[src/rtl/mul_scheduler.sv]
// mul_scheduler: two-requester round-robin front end for an N-cycle shift-add multiplier.
// One operation per N+2 cycles: capture, N RUN cycles, FIN (DONE pulse).
module mul_scheduler #(
    parameter int N = 16
) (
    input  logic           CLK,
    input  logic           RST_N,
    input  logic [1:0]     REQ,
    input  logic [N-1:0]   X0,
    input  logic [N-1:0]   Y0,
    input  logic [N-1:0]   X1,
    input  logic [N-1:0]   Y1,
    output logic [1:0]     ACK,
    output logic [1:0]     DONE,
    output logic [2*N-1:0] P,
    output logic           BUSY,
    output logic           OWNER
);
    localparam logic [1:0] S_IDLE = 2'd0;
    localparam logic [1:0] S_RUN  = 2'd1;
    localparam logic [1:0] S_FIN  = 2'd2;
    localparam int CW = (N > 1) ? $clog2(N) : 1;

    logic [1:0]     state_q, state_d;
    logic [N-1:0]   x_q, x_d;
    logic [2*N-1:0] y_q, y_d;
    logic [2*N-1:0] acc_q, acc_d;
    logic [2*N-1:0] p_q, p_d;
    logic [CW-1:0]  cnt_q, cnt_d;
    logic           owner_q, owner_d;
    logic           last_q, last_d;
    logic           grant;
    logic [2*N-1:0] term;

    // x shifts right and y shifts left so bit 0 of x always selects y << i
    always_comb begin
        state_d = state_q;
        x_d     = x_q;
        y_d     = y_q;
        acc_d   = acc_q;
        p_d     = p_q;
        cnt_d   = cnt_q;
        owner_d = owner_q;
        last_d  = last_q;
        grant   = (REQ == 2'b11) ? ~last_q : REQ[1];
        term    = x_q[0] ? y_q : '0;
        case (state_q)
            S_IDLE: if (REQ != 2'b00) begin
                state_d = S_RUN;
                x_d     = grant ? X1 : X0;
                y_d     = {{N{1'b0}}, grant ? Y1 : Y0};
                acc_d   = '0;
                cnt_d   = '0;
                owner_d = grant;
                last_d  = grant;
            end
            S_RUN: begin
                acc_d = acc_q + term;
                x_d   = x_q >> 1;
                y_d   = y_q << 1;
                cnt_d = cnt_q + 1'b1;
                if (cnt_q == CW'(N - 1)) begin
                    state_d = S_FIN;
                    p_d     = acc_q + term;
                end
            end
            default: state_d = S_IDLE;
        endcase
    end

    always_ff @(posedge CLK or negedge RST_N) begin
        if (!RST_N) begin
            state_q <= S_IDLE;
            x_q     <= '0;
            y_q     <= '0;
            acc_q   <= '0;
            p_q     <= '0;
            cnt_q   <= '0;
            owner_q <= 1'b0;
            last_q  <= 1'b1;
        end else begin
            state_q <= state_d;
            x_q     <= x_d;
            y_q     <= y_d;
            acc_q   <= acc_d;
            p_q     <= p_d;
            cnt_q   <= cnt_d;
            owner_q <= owner_d;
            last_q  <= last_d;
        end
    end

    assign ACK   = (state_q == S_RUN && cnt_q == '0) ? (owner_q ? 2'b10 : 2'b01) : 2'b00;
    assign DONE  = (state_q == S_FIN) ? (owner_q ? 2'b10 : 2'b01) : 2'b00;
    assign BUSY  = state_q != S_IDLE;
    assign OWNER = owner_q;
    assign P     = p_q;
endmodule

[config.mk]
export PLATFORM = sky130hd
export DESIGN_NAME = mul_scheduler
export DESIGN_NICKNAME = d
export VERILOG_FILES = /design/src/rtl/mul_scheduler.sv
export SDC_FILE = /design/constraint.sdc
export NUM_CORES = 1
export LEC_CHECK = 0
export ABC_AREA = 1
export CAP_MARGIN = 10
export CORE_MARGIN = 4
export CORE_UTILIZATION = 60
export CTS_CLUSTER_DIAMETER = 200
export DETAILED_ROUTE_END_ITERATION = 7
export PLACE_DENSITY = 0.95
export SETUP_SLACK_MARGIN = 0.4
export SYNTH_ARGS = -nofsm -noshare
export SYNTH_HDL_FRONTEND = slang
export SYNTH_SLANG_ARGS = --single-unit
export TNS_END_PERCENT = 50
[constraint.sdc]
create_clock -name CLK -period 3.31 [get_ports CLK]
set_input_delay 0.8275 -clock CLK [delete_from_list [all_inputs] [get_ports CLK]]
set_output_delay 0.8275 -clock CLK [all_outputs]
set_load 0.02 [all_outputs]
## Word-level counts from Yosys, hierarchy flattened

Cells that the tools add are included.

- Add/sub/neg operators: 2
- Eq/ne operators: 6
- Muxes and demuxes: 18
- Bitwise operators: 1
- Reductions and logical operators: 10

Operators by type and width:

| operator | number |
|---|---|
| 32-bit case mux with 2 select lines | 2 |
| 32-bit two-way mux | 3 |
| 16-bit two-way mux | 3 |
| 32-bit adder | 1 |
| 16-bit case mux with 2 select lines | 1 |
| 2-bit two-way mux | 5 |
| 4-bit case mux with 2 select lines | 1 |
| 2-bit AND reduction | 4 |
| 2-bit nonzero test | 3 |
| 4-bit by 1-bit adder with 4-bit output, second input constant | 1 |
| 2-bit == test, second input constant | 2 |
| 4-bit == test, second input constant | 1 |
| 4-bit zero test | 1 |
| 4-bit two-way mux | 1 |
| 2-bit != test, second input constant | 2 |
| 2-bit case mux with 2 select lines | 1 |
| 2-bit by 1-bit == test with 1-bit output, second input constant | 1 |
| 2-bit zero test | 1 |
| 1-bit logical AND | 1 |
| 1-bit two-way mux | 1 |
| 1-bit inverter | 1 |

- Register bits: 120
- Bits of input ports: 68
- Output and inout bits: 38
- Logic and storage cells: 45

## Longest topological paths before layout

Gate-level depths: netlist (run 1).

- Depth in word-level cells: 5
- Gate-level depth with buffers: 16
- Mapped depth without buffers: 14

## Worst setup path after synthesis (run 1)

Ideal clock, no wire load.

- Kind: register to output
- From: reg state_q[1]
- To: out ACK[0]
- Arrival time: 1.363 ns
- Data required time: 2.483 ns
- Setup slack: 1.120 ns
- Cell stages (with the launch flop): 8
- Path buffers: 2
- Cells stage by stage: dfrtp_1 > inv_1 > nand2_1 > inv_2 > buf_4 > buf_2 > nand4_1 > nor2_1

- Longest elaborated chain between the ends: 3

Ends and longest elaborated chain:

| what | line | source |
|---|---|---|
| from (decl) | 24 | `logic [1:0] state_q, state_d;` |
| from (signal assigned) | 82 | `state_q <= state_d;` |
| 2-bit by 1-bit == test with 1-bit output | 93 | `assign ACK = (state_q == S_RUN && cnt_q == '0) ? (owner_q ? 2'b10 : 2'b01) : 2'b00;` |
| 1-bit logical AND | 93 |  |
| 2-bit two-way mux | 93 |  |
| to (decl) | 13 | `output logic [1:0] ACK,` |

No other way between the ends.

## Final worst setup path (run 1)

- From: reg cnt_q[0]
- To: out ACK[1]

- Longest elaborated chain between the ends: 3

Ends and longest elaborated chain:

| what | line | source |
|---|---|---|
| from (decl) | 29 | `logic [CW-1:0] cnt_q, cnt_d;` |
| from (signal assigned) | 87 | `cnt_q <= cnt_d;` |
| 4-bit zero test | 93 |  |
| 1-bit logical AND | 93 |  |
| 2-bit two-way mux | 93 |  |

No other way between the ends.

==> flow_summary.json, run 1 <==
{
  "outcome": "completed",
  "syn-num-nets": 1200,
  "synth-main-ff-cell": "dfrtp_1",
  "wl_mm": 21.6,
  "ctsResizeCount": 0,
  "initialDrtViolationCount": 607,
  "syn_area_per_cell_um2": 7.02,
  "fp.dieH_um": 121,
  "routedWlPerCell_um": 15.6,
  "startpoint_type": "flop",
  "start_util": 0.611,
  "post_route_cells_drive_above_1_share": 0.0784,
  "antenna_found_initial": 0,
  "cts_buffer_depth": 2,
  "synth_area_leaders": "dfrtp_1 (39%), nand2_1 (20%), inv_1 (8.2%), ha_1 (5.4%), nand3_1 (3.7%)",
  "areaGrowthSynthToFinish_pct": 23.2,
  "power.leakage_nw": 5.14,
  "finalCriticalPeriod_ns": 2.81,
  "finalHoldViolCount": 0,
  "gp_congestion": 0.982,
  "num-fill-cells": 960,
  "hpwl_mm": 15.4,
  "netlist_area_um2": 7710,
  "synth_edf_count": 0,
  "final_antenna_net_count": 0,
  "required_ns": 2.48,
  "nets": 1301,
  "gr-total-overflow": 0,
  "grt_max_degree": 56,
  "cts_root_buffer": "clkbuf_16",
  "crit_chain": "inv_1, ha_1, nand4_1, nor2_1, clkdlybuf4s50_1",
  "tns_ns": 0,
  "cts_tree": "built",
  "rr_endpoint": "P[29]",
  "end_kind": "output port",
  "crit_arrival_ns": 1.98,
  "final_common_cell": "nand2_1",
  "vias": 7559,
  "slew_viol_final": 0,
  "whs_ns": 0.379,
  "drc": 0,
  "synth_largest_area_cell": "dfrtp_1",
  "postCtsHoldBufs": 0,
  "syn_inst": 1098,
  "r2r_slack_ns": 0.81,
  "die_area_um2": 14700,
  "fmax_mhz": 356,
  "fin_crit_sh": 0.849,
  "cts_sinks": 120,
  "clk_latency_ns": 0.43,
  "hp-class": "in2async",
  "tightestPinTransition_ns": 0.741,
  "rsz0062_at_grt": "no",
  "critPathKind": "reg2out",
  "critPathMaxStageDelay_ns": 0.63,
  "core-area_um2": 12600,
  "total_power_mw": 10.2,
  "crit_fanout": 4,
  "r2r-start": "state_q[1]",
  "setup_viol": 0,
  "maxCapViolCount": 0,
  "peakVddDrop_uv": 518,
  "cts_buffers": 17,
  "path_clk_slew_ns": 0.06,
  "regArea_um2": 3000,
  "grt_pass1_vias": 7658,
  "post-cts-setup-buffers": 0,
  "finalClockSkew_ns": 0.0108,
  "multi_input_area_um2": 3850,
  "cts_max_level": 4,
  "async_flop_share": 1.00,
  "rr_worst_depth": 9,
  "cpMaxStageDelayCell": "clkdlybuf4s50_1",
  "rows": 41,
  "insertedDiodeCount": 0,
  "die_w_um": 121,
  "slew_headroom": 0.506,
  "grt_pass1_wl_mm": 35.7,
  "pin_count": 106,
  "synth_top_cell_area_share": 0.386,
  "yosysWarnings": 0,
  "crit_path_end": "ACK[1]",
  "portBuffers": 105,
  "mostFrequentLayoutCells": "nand2_1 (418), inv_1 (169), dfrtp_1 (119)",
  "ys_seq_area_frac": 0.390,
  "synth_cell_types": 41,
  "viasPerCell": 5.46,
  "startpoint": "cnt_q[0]",
  "synth_seq_cells": 120,
  "power_density_nw_per_um2": 1070,
  "grt_use_total": 0.309,
  "dr.pass1.iters": 6
}
registers in the layout, indices dropped and copies added (netlist names):
name and count:
P 32, acc_q 32, x_q 16, cnt_q 4
y_q 32, last_q 1, state_q 2, OWNER 1
layer usage:
metal | part of all wire | GRT usage | up-vias
met4 | 0.039 | 0.148 | 0
met2 | 0.47 | 0.514 | 365
met1 | 0.41 | 0.382 | 3487
met5 | 0 | 0 | -
met3 | 0.084 | 0.0667 | 68
li1 | - | - | 3639
Yosys cell counts, drive strengths merged, types with 12 or more instances:
cell,number
inv,176
nand2,437
buf,25
o211ai,14
dfrtp,119
nand3,62
o22ai,17
ha,33
o221ai,16
o21ai,45
a21oi,22
nor2,76
xor2,12
area by class of cell:
type                       instances  area share
clock buffer                      20      0.0460
clock inverter                    12      0.0161
inverter                         177      0.0700
multi-input combinational        765       0.406
sequential                       120       0.316
tap                              172      0.0227
timing repair buffer             118       0.123
through the flow:
stage / setup slack (ns) / cell area [um2] / util / cells
detailed placement: 0.731 / 8910 / 0.706 / 1352
floorplan: 1.12 / 7710 / - / 1098
CTS: 0.484 / 9500 / 0.753 / 1384
global placement: 0.848 / 8910 / 0.706 / 1352
finish: 0.499 / 9500 / 0.753 / 1384
global route: 0.411 / 9500 / 0.753 / 1384
kinds of logic after synthesis:
family	share of synthesized area
buf+inv	0.111
fa+ha+maj	0.0562
xor+xnor	0.0180
simple gates	0.321
compound gates	0.104
flops	0.390
power by group:
| group | total (mW) | switching [mW] | internal, mW |
|---|---|---|---|
| Sequential | 2.71 | 0.494 | 2.22 |
| Combinational | 5.58 | 3.53 | 2.06 |
| Clock | 1.88 | 0.697 | 1.18 |
worst min-delay path by stage:
stage	startpoint	to	slack (ns)
2_1_floorplan	cnt_q[3]	cnt_q[3]	0.44
3_3_place_gp	last_q	last_q	0.45
3_5_place_dp	cnt_q[3]	cnt_q[3]	0.46
4_1_cts	RST_N	acc_q[25]	0.40
5_1_grt	RST_N	P[25]	0.42
6_report	RST_N	P[22]	0.38
worst max-delay path, delay by kind of cell (launching register included):
kind          cells  cell delay (ns)
simple gates      2             0.28
buf+inv           2             0.72
flops             1             0.40
fa+ha+maj         1             0.15
Note: power is estimated with default switching activity, not from simulation.
==> inputs of run 2 (changes only) <==
CORE_UTILIZATION = 56   (was 60)
PLACE_DENSITY = 0.91   (was 0.95)
clock period = 2.6 ns   (was 3.31 ns; I/O delays follow)
==> run 2 against run 1 <==
Compared with the run above:
- worst hold slack worse by 0.14 ns
- cell count up 2.1%
- setup slack worse by 0.37 ns
- combinational power up 76%
- final area up 13%
- register-to-register slack worse by 0.68 ns
- largest cell class unchanged
- highest routed layer unchanged
==> flow_summary.json, run 2 (synthesized netlist as in run 1, its figures left out) <==
{
  "hpwl_mm": 15.0,
  "setup_viol": 0,
  "grt_use_total": 0.291,
  "tightestPinTransition_ns": 0.859,
  "finalHoldViolCount": 0,
  "dr.pass1.iters": 6,
  "routedWlPerCell_um": 19.3,
  "portBuffers": 105,
  "outcome": "completed",
  "initialDrtViolationCount": 910,
  "areaGrowthSynthToFinish_pct": 39.5,
  "post_route_cells_drive_above_1_share": 0.225,
  "gp_congestion": 0.928,
  "mostFrequentLayoutCells": "nand2_1 (359), inv_1 (154), dfrtp_1 (118)",
  "nets": 1326,
  "cts_buffers": 17,
  "fin_ws_ns": 0.134,
  "pin_count": 106,
  "startpoint_type": "flop",
  "final_antenna_net_count": 0,
  "grt_pass1_wl_mm": 36.8,
  "insertedDiodeCount": 0,
  "gr-total-overflow": 0,
  "r2r_slack_ns": 0.13,
  "die_area_um2": 15700,
  "end_kind": "flop",
  "required_ns": 2.97,
  "power.leakage_nw": 5.49,
  "cts_root_buffer": "clkbuf_16",
  "start_util": 0.578,
  "drc": 0,
  "fp.dieH_um": 125,
  "fin_crit_sh": 0.949,
  "rows": 42,
  "cts_sinks": 120,
  "critPathKind": "reg2reg",
  "postCtsHoldBufs": 0,
  "antenna_found_initial": 0,
  "grt_max_degree": 84,
  "hp-class": "in2async",
  "wl_mm": 27.3,
  "tns_ns": 0,
  "core-area_um2": 13300,
  "cts_tree": "built",
  "place_ws_ns": 0.234,
  "crit_fanout": 9,
  "finalClockSkew_ns": 0.0139,
  "die_w_um": 125,
  "rsz0062_at_grt": "yes",
  "maxCapViolCount": 0,
  "cts_buffer_depth": 2,
  "fmax_mhz": 405,
  "peakVddDrop_uv": 777,
  "power_density_nw_per_um2": 1500,
  "clk_latency_ns": 0.44,
  "vias": 8392,
  "rr_worst_depth": 15,
  "slew_viol_final": 0,
  "cts_max_level": 4,
  "viasPerCell": 5.94,
  "total_power_mw": 16.2,
  "r2r-start": "x_q[0]",
  "final_common_cell": "nand2_1",
  "path_clk_slew_ns": 0.07,
  "grt_pass1_vias": 7611,
  "crit_arrival_ns": 2.84,
  "finalCriticalPeriod_ns": 2.47,
  "slew_headroom": 0.427,
  "rr_endpoint": "P[26]"
}
run 2: cell count changes in the layout (fill, tap and decap cells not counted), sizes merged, moves of 3 or more:
cell	previous run	this run
inv	176	181
clkinvlp	4	1
clkinv	6	3
clkdlybuf4s50	104	99
buf	14	40
run 2: what timing repair did:
| item | in CTS | in global routing |
|---|---|---|
| setup endpoints to repair | 51 | 63 |
| resized for setup | 52 | 169 |
| gates cloned | 0 | 1 |
| buffers inserted | 4 | 21 |
| pin swaps | 5 | 36 |
run 2: power by group:
group          total [mW]  switching (mW)  internal [mW]  leakage [nW]
Combinational        9.84            5.91           3.93          3.71
Clock                2.70           0.963           1.74         0.319
Sequential           3.61           0.790           2.82          1.46
run 2: through the flow:
stage / hold WS [ns] / cell area, um2 / util / std cells
2_1_floorplan: 0.354 / 7710 / - / 1098
3_3_place_gp: 0.451 / 8920 / 0.668 / 1355
3_5_place_dp: 0.466 / 8920 / 0.668 / 1355
4_1_cts: 0.262 / 9930 / 0.744 / 1391
5_1_grt: 0.273 / 10800 / 0.806 / 1413
6_report: 0.235 / 10800 / 0.806 / 1413
run 2: how the worst max path moves through the flow:
stage / start / endpoint / slack, ns / cells after the start
2_1_floorplan: x_q[0] / acc_q[31] / 0.53 / 15
3_3_place_gp: x_q[0] / P[20] / 0.28 / 12
3_5_place_dp: REQ[0] / x_q[3] / 0.23 / 6
4_1_cts: cnt_q[0] / ACK[1] / 0.26 / 5
5_1_grt: x_q[0] / P[26] / 0.07 / 15
6_report: x_q[0] / P[26] / 0.13 / 15
run 2: final cells by class:
cell class	count	area, um2
Fill cell	767	2590
Clock buffer	19	443
Clock inverter	13	215
Sequential cell	120	3010
Timing Repair Buffer	143	1420
Tap cell	176	220
Inverter	177	664
Multi-Input combinational cell	765	4790
run 2: critical path, stage by stage, from the launching register on:
cell and delay [ns]:
dfrtp_2 0.48, buf_6 0.17, nand2_1 0.07, inv_1 0.12, ha_4 0.24, nand2_1 0.13, nand2_1 0.10, nand2_1 0.14
nand2_1 0.06, nand2_1 0.11, nand3_4 0.12, nand2_1 0.15, nand3_1 0.14, nand2_1 0.14, nand3_1 0.12, nand2_1 0.10
run 2: per-layer routing:
metal  up-vias  track usage  wire length, um
met5         -            0                0
met4         0        0.129             1590
met3       175       0.0806             2980
met2       628        0.470            12700
met1      3900        0.368            10100
li1       3689            -                -
==> inputs of run 3 (changes only) <==
CORE_UTILIZATION = 51   (was 56)
PLACE_DENSITY = 0.88   (was 0.91)
TNS_END_PERCENT = default   (was 50)
clock period = 2.2 ns   (was 2.6 ns; I/O delays follow)
==> run 3 against run 2 <==
Compared with the run above:
- clock power hardly changed
- setup slack worse by 0.077 ns
- worst hold slack got worse by 0.13 ns
- largest power group unchanged
- highest routed layer unchanged
==> flow_summary.json, run 3 (synthesized netlist as in run 1, its figures left out) <==
{
  "nets": 1318,
  "start_util": 0.526,
  "tns_ns": 0,
  "path_clk_slew_ns": 0.06,
  "grt_pass1_vias": 7540,
  "finalClockSkew_ns": 0.00930,
  "grt_pass1_wl_mm": 36.8,
  "crit_arrival_ns": 1.59,
  "die_w_um": 131,
  "drc": 0,
  "tightestPinTransition_ns": 0.542,
  "rr_worst_depth": 14,
  "fin_cells": 1413,
  "cts_buffers": 17,
  "pin_count": 106,
  "finalCriticalPeriod_ns": 2.14,
  "grt_use_total": 0.275,
  "setup_viol": 0,
  "crit_fanout": 3,
  "critPathKind": "reg2out",
  "antenna_found_initial": 0,
  "r2r_slack_ns": 0.08,
  "final_common_cell": "nand2_1",
  "dr.pass1.iters": 5,
  "cts_sinks": 120,
  "total_power_mw": 17.2,
  "rr_endpoint": "P[20]",
  "use_met1": 0.359,
  "insertedDiodeCount": 0,
  "grt_max_degree": 56,
  "cts_max_level": 4,
  "fmax_mhz": 467,
  "gr-total-overflow": 0,
  "wl_mm": 23.0,
  "fp.dieH_um": 131,
  "dp_cells": 1365,
  "vias": 7649,
  "rsz0062_at_grt": "yes",
  "die_area_um2": 17100,
  "slew_headroom": 0.639,
  "routedWlPerCell_um": 16.3,
  "initialDrtViolationCount": 506,
  "fin_crit_sh": 0.974,
  "viasPerCell": 5.41,
  "startpoint_type": "flop",
  "r2r-start": "x_q[0]",
  "clk_latency_ns": 0.43,
  "postCtsHoldBufs": 0,
  "num-fill-cells": 1058,
  "core-area_um2": 14600,
  "slew_viol_final": 0,
  "rows": 44,
  "finalHoldViolCount": 0,
  "peakVddDrop_uv": 852,
  "mostFrequentLayoutCells": "nand2_1 (386), inv_1 (148), dfrtp_1 (118)",
  "final_antenna_net_count": 0,
  "areaGrowthSynthToFinish_pct": 35.0,
  "portBuffers": 105,
  "outcome": "completed",
  "power_density_nw_per_um2": 1660,
  "maxCapViolCount": 0,
  "cts_root_buffer": "clkbuf_16",
  "end_kind": "output port",
  "post_route_cells_drive_above_1_share": 0.192,
  "required_ns": 1.65,
  "final_util": 0.711,
  "gp_congestion": 0.937,
  "cts_tree": "built",
  "power.leakage_nw": 5.31,
  "hp-class": "in2async",
  "gr-usage-met3": 0.0671,
  "met2_usage": 0.438,
  "grt_busiest_layer": "met2",
  "cts_buffer_depth": 2,
  "hpwl_mm": 16.1
}
==> run 3: report_power, final <==
group / total (mW) / switching [mW] / internal [mW]
Combinational: 10.3 / 6.15 / 4.19
Clock: 2.73 / 1.06 / 1.67
Sequential: 4.17 / 0.838 / 3.34
==> run 3: worst max path at each step <==
stage	startpoint	endpoint	slack, ns	depth (start not counted)
floorplan	x_q[0]	acc_q[8]	0.34	11
global placement	cnt_q[0]	ACK[0]	0.1	5
detailed placement	x_q[0]	acc_q[12]	0.06	12
CTS	x_q[0]	acc_q[29]	0.1	14
global route	x_q[0]	P[21]	-0.05	14
finish	state_q[1]	ACK[1]	0.06	7
==> run 3: through the flow <==
step	cell area, um2	hold slack (ns)	setup slack, ns
finish	10400	0.108	0.0571
global route	10400	0.144	-0.0495
CTS	10200	0.123	0.0970
detailed placement	9500	0.462	0.0568
global placement	9500	0.452	0.0999
floorplan	8260	0.254	0.336
==> run 3: what timing repair did <==
action | CTS | global route
pin swaps | 5 | 3
setup buffers | 11 | 5
hold endpoints to repair | 0 | 0
endpoints found under the setup margin | 129 | 152
gates resized for setup | 46 | 47
==> run 3: layout make-up <==
type	count	area [um2]	share of cell area
multi-input combinational	765	4540	0.436
timing repair buffer	135	1380	0.132
clock inverter	10	93.8	0.00902
sequential	120	3010	0.289
clock buffer	22	484	0.0465
inverter	177	672	0.0646
tap	184	230	0.0221
==> run 3: critical path, cell delays in order (launching register included) <==
cell and delay (ns):
dfrtp_1 0.41, inv_2 0.10, nand2_2 0.07, inv_2 0.09
nand4_1 0.14, buf_4 0.18, nor2_4 0.08, buf_6 0.12
==> run 3: routing by layer <==
layer | vias to the layer above | share of wire
met4 | 0 | 0.029
met2 | 361 | 0.47
li1 | 3673 | -
met5 | - | 0
met3 | 54 | 0.090
met1 | 3561 | 0.41
